## src/rtl/hazard_ctrl_sb.sv

```systemverilog
// Hazard/forwarding controller for the 5-stage RV32 pipeline: forward selects, load-use and branch
// handling, variable-latency data-memory wait with timeout. Optional perf counters: HAZ_PERF_CNT_EN.
module hazard_ctrl_sb #(
    parameter int REG_AW = 5,
    parameter int MEM_TO = 15,
    parameter int CNT_W  = 16
) (
    input  logic              clk,
    input  logic              rst,
    input  logic [REG_AW-1:0] rs1_addr_D,
    input  logic [REG_AW-1:0] rs2_addr_D,
    input  logic              use_rs1_D,
    input  logic              use_rs2_D,
    input  logic [REG_AW-1:0] rs1_addr_E,
    input  logic [REG_AW-1:0] rs2_addr_E,
    input  logic [REG_AW-1:0] rd_E,
    input  logic              reg_wr_E,
    input  logic              mem_rd_E,
    input  logic              br_en_E,
    input  logic [REG_AW-1:0] rd_M,
    input  logic              reg_wr_M,
    input  logic              mem_rd_M,
    input  logic              dmem_ready_M,
    input  logic [REG_AW-1:0] rd_W,
    input  logic              reg_wr_W,
    output logic              stallF,
    output logic              stallD,
    output logic              stallE,
    output logic              stallM,
    output logic              flushD,
    output logic              flushE,
    output logic              flushW,
    output logic [1:0]        ForwardAE,
    output logic [1:0]        ForwardBE,
    output logic              mem_err,
    output logic [CNT_W-1:0]  stall_cnt,
    output logic [CNT_W-1:0]  flush_cnt
);

    localparam int WCNT_W  = (MEM_TO > 0) ? $clog2(MEM_TO + 1) : 1;
    localparam int TO_LAST = (MEM_TO > 0) ? MEM_TO - 1 : 0;

    typedef enum logic [1:0] {
        IDLE = 2'd0,
        WAIT = 2'd1,
        ERR  = 2'd2
    } mem_state_t;

    mem_state_t        state;
    mem_state_t        state_nxt;
    logic [WCNT_W-1:0] wait_cnt;
    logic [WCNT_W-1:0] wait_cnt_nxt;
    logic              mem_err_nxt;
    logic              mem_stall;
    logic              load_use;

    function automatic logic [1:0] fwd_sel(
        input logic [REG_AW-1:0] src,
        input logic [REG_AW-1:0] rd_m,
        input logic              wr_m,
        input logic              ld_m,
        input logic [REG_AW-1:0] rd_w,
        input logic              wr_w
    );
        // A load in M has no result yet; it can only be forwarded once it reaches W.
        if (wr_m && !ld_m && (rd_m != '0) && (rd_m == src))
            fwd_sel = 2'b11;
        else if (wr_w && (rd_w != '0) && (rd_w == src))
            fwd_sel = 2'b01;
        else
            fwd_sel = 2'b00;
    endfunction

    assign load_use = mem_rd_E && reg_wr_E && (rd_E != '0) &&
                      ((use_rs1_D && (rd_E == rs1_addr_D)) ||
                       (use_rs2_D && (rd_E == rs2_addr_D)));

    always_ff @(posedge clk or negedge rst) begin
        if (!rst) begin
            state    <= IDLE;
            wait_cnt <= '0;
            mem_err  <= 1'b0;
        end else begin
            state    <= state_nxt;
            wait_cnt <= wait_cnt_nxt;
            mem_err  <= mem_err_nxt;
        end
    end

    // mem_stall is Mealy so the first missing-data cycle already holds the pipeline.
    always_comb begin
        state_nxt    = state;
        wait_cnt_nxt = wait_cnt;
        mem_err_nxt  = mem_err;
        mem_stall    = 1'b0;
        case (state)
            IDLE: begin
                if (mem_rd_M && !dmem_ready_M) begin
                    mem_stall    = 1'b1;
                    state_nxt    = WAIT;
                    wait_cnt_nxt = '0;
                end
            end
            WAIT: begin
                if (!mem_rd_M || dmem_ready_M) begin
                    state_nxt = IDLE;
                end else begin
                    mem_stall    = 1'b1;
                    wait_cnt_nxt = wait_cnt + WCNT_W'(1);
                    if ((MEM_TO != 0) && (wait_cnt == WCNT_W'(TO_LAST))) begin
                        state_nxt   = ERR;
                        mem_err_nxt = 1'b1;
                    end
                end
            end
            ERR: begin
                state_nxt = IDLE;
            end
            default: begin
                state_nxt = IDLE;
            end
        endcase
    end

    // A frozen E stage re-presents its branch/load after the memory stall, so both are masked here.
    always_comb begin
        stallF    = 1'b0;
        stallD    = 1'b0;
        stallE    = 1'b0;
        stallM    = 1'b0;
        flushD    = 1'b0;
        flushE    = 1'b0;
        flushW    = 1'b0;
        ForwardAE = 2'b00;
        ForwardBE = 2'b00;
        if (rst) begin
            if (mem_stall) begin
                stallF = 1'b1;
                stallD = 1'b1;
                stallE = 1'b1;
                stallM = 1'b1;
                flushW = 1'b1;
            end else if (br_en_E) begin
                flushD = 1'b1;
                flushE = 1'b1;
            end else if (load_use) begin
                stallF = 1'b1;
                stallD = 1'b1;
                flushE = 1'b1;
            end
            ForwardAE = fwd_sel(rs1_addr_E, rd_M, reg_wr_M, mem_rd_M, rd_W, reg_wr_W);
            ForwardBE = fwd_sel(rs2_addr_E, rd_M, reg_wr_M, mem_rd_M, rd_W, reg_wr_W);
        end
    end

`ifdef HAZ_PERF_CNT_EN
    logic [CNT_W-1:0] stall_cnt_q;
    logic [CNT_W-1:0] flush_cnt_q;

    function automatic logic [CNT_W-1:0] sat_inc(input logic [CNT_W-1:0] v, input logic en);
        sat_inc = (en && (v != '1)) ? v + CNT_W'(1) : v;
    endfunction

    always_ff @(posedge clk or negedge rst) begin
        if (!rst) begin
            stall_cnt_q <= '0;
            flush_cnt_q <= '0;
        end else begin
            stall_cnt_q <= sat_inc(stall_cnt_q, stallF);
            flush_cnt_q <= sat_inc(flush_cnt_q, flushD | flushE);
        end
    end

    assign stall_cnt = stall_cnt_q;
    assign flush_cnt = flush_cnt_q;
`else
    assign stall_cnt = '0;
    assign flush_cnt = '0;
`endif

endmodule

```

## config.mk

```make
export PLATFORM = sky130hd
export DESIGN_NAME = hazard_ctrl_sb
export DESIGN_NICKNAME = d
export VERILOG_FILES = /design/src/rtl/hazard_ctrl_sb.sv
export SDC_FILE = /design/constraint.sdc
export NUM_CORES = 1
export LEC_CHECK = 0
export ABC_AREA = 1
export BUFFER_PORTS_ARGS = -buffer_cell sky130_fd_sc_hd__buf_2
export CAP_MARGIN = 20
export CELL_PAD_IN_SITES_DETAIL_PLACEMENT = 0
export CELL_PAD_IN_SITES_GLOBAL_PLACEMENT = 1
export CORE_MARGIN = 2
export CORE_UTILIZATION = 27
export CTS_CLUSTER_DIAMETER = 150
export DETAILED_ROUTE_END_ITERATION = 8
export PLACE_DENSITY_LB_ADDON = 0.12
export SLEW_MARGIN = 10
export SYNTH_ARGS = -nofsm -noshare
export SYNTH_HDL_FRONTEND = slang
export SYNTH_SLANG_ARGS = --single-unit
```

## constraint.sdc

```tcl
create_clock -name clk -period 2 [get_ports clk]
set_clock_uncertainty 0.15 [all_clocks]
set_input_delay 0.3 -clock clk [delete_from_list [all_inputs] [get_ports clk]]
set_output_delay 0.3 -clock clk [all_outputs]
set_load 0.03 [all_outputs]
```

==> results_dict.tcl <==
set metrics [dict create \
    cts.sinks 7 \
    rsz0062_at_grt "no" \
    syn_to_final_growth_pct 23.05 \
    cp.required_ns 1.55 \
    synth_top_cell_by_area "buf_4" \
    first_pass_iters 5 \
    gp_congestion 0.7445 \
    clock_latency_ns 0.23 \
    cts_tree "built" \
    worstHoldStart "dmem_ready_M" \
    worst_pin_slew_ns 0.5083 \
    critical_path_class "flip-flop to primary output" \
    io_pins 90 \
    core_region_area_um2 4086 \
    startpoint_type "flip-flop" \
    yosys_warnings 0 \
    status "complete, no violations" \
    cp_max_fo 6 \
    post-cts-setup-buffers 0 \
    leakagePower_nw 0.8896 \
    synth.distinct_cells 25 \
    multiInputGateArea_um2 763.2 \
    route.met3.wl_um 230 \
    wl_met1_um 1164 \
    synth_top_area_share_pct 22.41 \
    numCtsBuffers 3 \
    seqCellArea_um2 175.2 \
    drt_wl_total_um 2716 \
    synth_most_common_cell "nand2_1" \
    slew_headroom_pct 65.80 \
    hold_viol 0 \
    grt_usage_pct 11.42 \
    r2r_start "wait_cnt[0]" \
    final_nets 291 \
    cp-end-kind "primary output" \
    synthTopCellsByArea "buf_4 (22%), dfrtp_1 (15%), nand2_1 (13%)" \
    antenna_found_initial 0 \
    io_buffers 57 \
    cts.repair.resized 0 \
    maxCapViolCount 0 \
    met2_wirelength_um 1285 \
    synth_top_flop_cell "dfrtp_1" \
    ys_ff_latch 7 \
    drive_gt1_share_pct 28.93 \
    dp_hpwl_um 2438 \
    root_buffer "clkbuf_8" \
    wl_per_cell_um 9.301 \
    grt_pass1_wl_um 4616 \
    vdd_drop_max_mv 0.1303 \
    first_global_vias 1113 \
    placementRows 23 \
    clkTransAtPathRegs_ns 0.04 \
    finalCriticalPeriod_ns 1.868 \
    die_x_um 69.90 \
    drv_slew 0 \
    topRoutingLayerUsed "met4" \
    timing.fmax_mhz 535.5 \
    place_ws_ns 0.2700 \
    pwr_density_cell_nw_per_um2 467.4 \
    dieHeight_um 69.90 \
    synth_common_cells "nand2_1 (41), buf_4 (35), inv_1 (24)" \
    syn_avg_cell_area_um2 6.406 \
    grt_max_degree 8 \
    n_antenna_cell 0 \
    route.detailed.drc 0 \
    grt_overflow 0 \
    ys_seq_area_share_pct 14.94 \
    viasPerCell 3.962 \
    hold_class "primary input to flip-flop" \
    ant_nets 0 \
    htreeDepth 1 \
    period_share_pct 93.38 \
    startpoint "state[1]" \
    synth_edf_count 0 \
    clockBufferDepth 2 \
    synth_area_um2 1172 \
    ys_async_sr_fraction_pct 100.0 \
    fin_ws_ns 0.1325 \
    first_iter_violations 27 \
    synth_cells 183 \
    setup_viol 0 \
    fillCellCount 467 \
    vias 1157 \
    setup_tns_ns 0 \
    layoutNonFillerInstCount 292 \
    initial_utilization_pct 28.69 \
    arrival_ns 1.42 \
    dp.cells 287 \
    dieArea_um2 4885 \
]
power by group:
part           internal (mW)  switching, mW  total (mW)
registers              0.157         0.0126       0.170
logic                 0.0978          0.203       0.301
clock network          0.138         0.0652       0.203
total                  0.393          0.281       0.674
state kept, by name, summed over array words and instances (netlist names):
register,count
wait_cnt,4
state,2
mem_err,1
layer usage:
metal	vias up	global-route usage (%)
met4	0	3.846
li1	617	-
met3	5	2.309
met2	59	20.00
met5	-	0
met1	476	13.85
stage by stage:
| stage | power, mW | hold slack, ns | util, % | instance area, um2 |
|---|---|---|---|---|
| 6_report | 0.6743 | 0.2715 | 35.30 | 1443 |
| 3_3_place_gp | 0.4755 | 0.1856 | 33.96 | 1388 |
| 2_1_floorplan | 0.4265 | -0.1456 | - | 1295 |
| 3_5_place_dp | 0.4737 | 0.1940 | 33.96 | 1388 |
| 4_1_cts | 0.6806 | 0.2716 | 35.30 | 1443 |
| 5_1_grt | 0.7279 | 0.2858 | 35.30 | 1443 |
what timing repair did:
item                       in CTS  in global routing
hold endpoints to repair        7                  0
hold buffers                    1                  0
setup endpoints to repair       0                  0
cells by family (layout without fill, tap and decap cells):
| kind of cell | after synthesis | in the layout | share of synthesized area, % |
|---|---|---|---|
| AND/OR/NAND/NOR | 85 | 85 | 33.83 |
| other | 1 | 32 | 0.3199 |
| adder cells (fa/ha/maj) | 2 | 2 | 2.134 |
| AO/OA/AOI/OAI | 9 | 9 | 4.162 |
| flip-flops | 7 | 7 | 14.94 |
| XOR/XNOR | 19 | 19 | 14.19 |
| buffers and inverters | 60 | 88 | 30.42 |
worst max-delay path, stage by stage (launching register included):
cell and delay, ns:
dfrtp_1 0.38, inv_1 0.16, nand2_4 0.11, nor2_2 0.17
o21bai_2 0.15, buf_2 0.21
cells in the final DEF, fill, tap and decap left out, types with 2 or more instances in the layout:
master,instances
nand4_1,5
ha_1,2
xor2_1,8
nor3_1,3
nor2_1,19
conb_1,32
o21ai_0,4
buf_2,57
nand2_1,41
clkbuf_8,3
nand3_1,6
nor2_4,2
dfrtp_1,7
inv_1,24
xnor2_1,11
a21oi_1,3
nand3b_1,2
final timing paths:
| kind | cells past startpoint | to | slack (ns) |
|---|---|---|---|
| worst min register to register | 1 | mem_err | 0.31 |
| worst max-delay path | 5 | stallF | 0.13 |
| worst min-delay path | 4 | wait_cnt[0] | 0.27 |
| worst max register to register | 5 | mem_err | 0.66 |
| max in group asynchronous | 3 | wait_cnt[2] | 0.89 |
| min in group asynchronous | 3 | state[0] | 0.57 |
area by class of cell:
class,count,area share [%]
clock buffer,4,3.122
timing repair buffer,59,20.99
multi-input combinational,147,52.91
tap,50,4.337
sequential,7,12.14
inverter,25,6.505
Power figures use the tool's default switching activity.
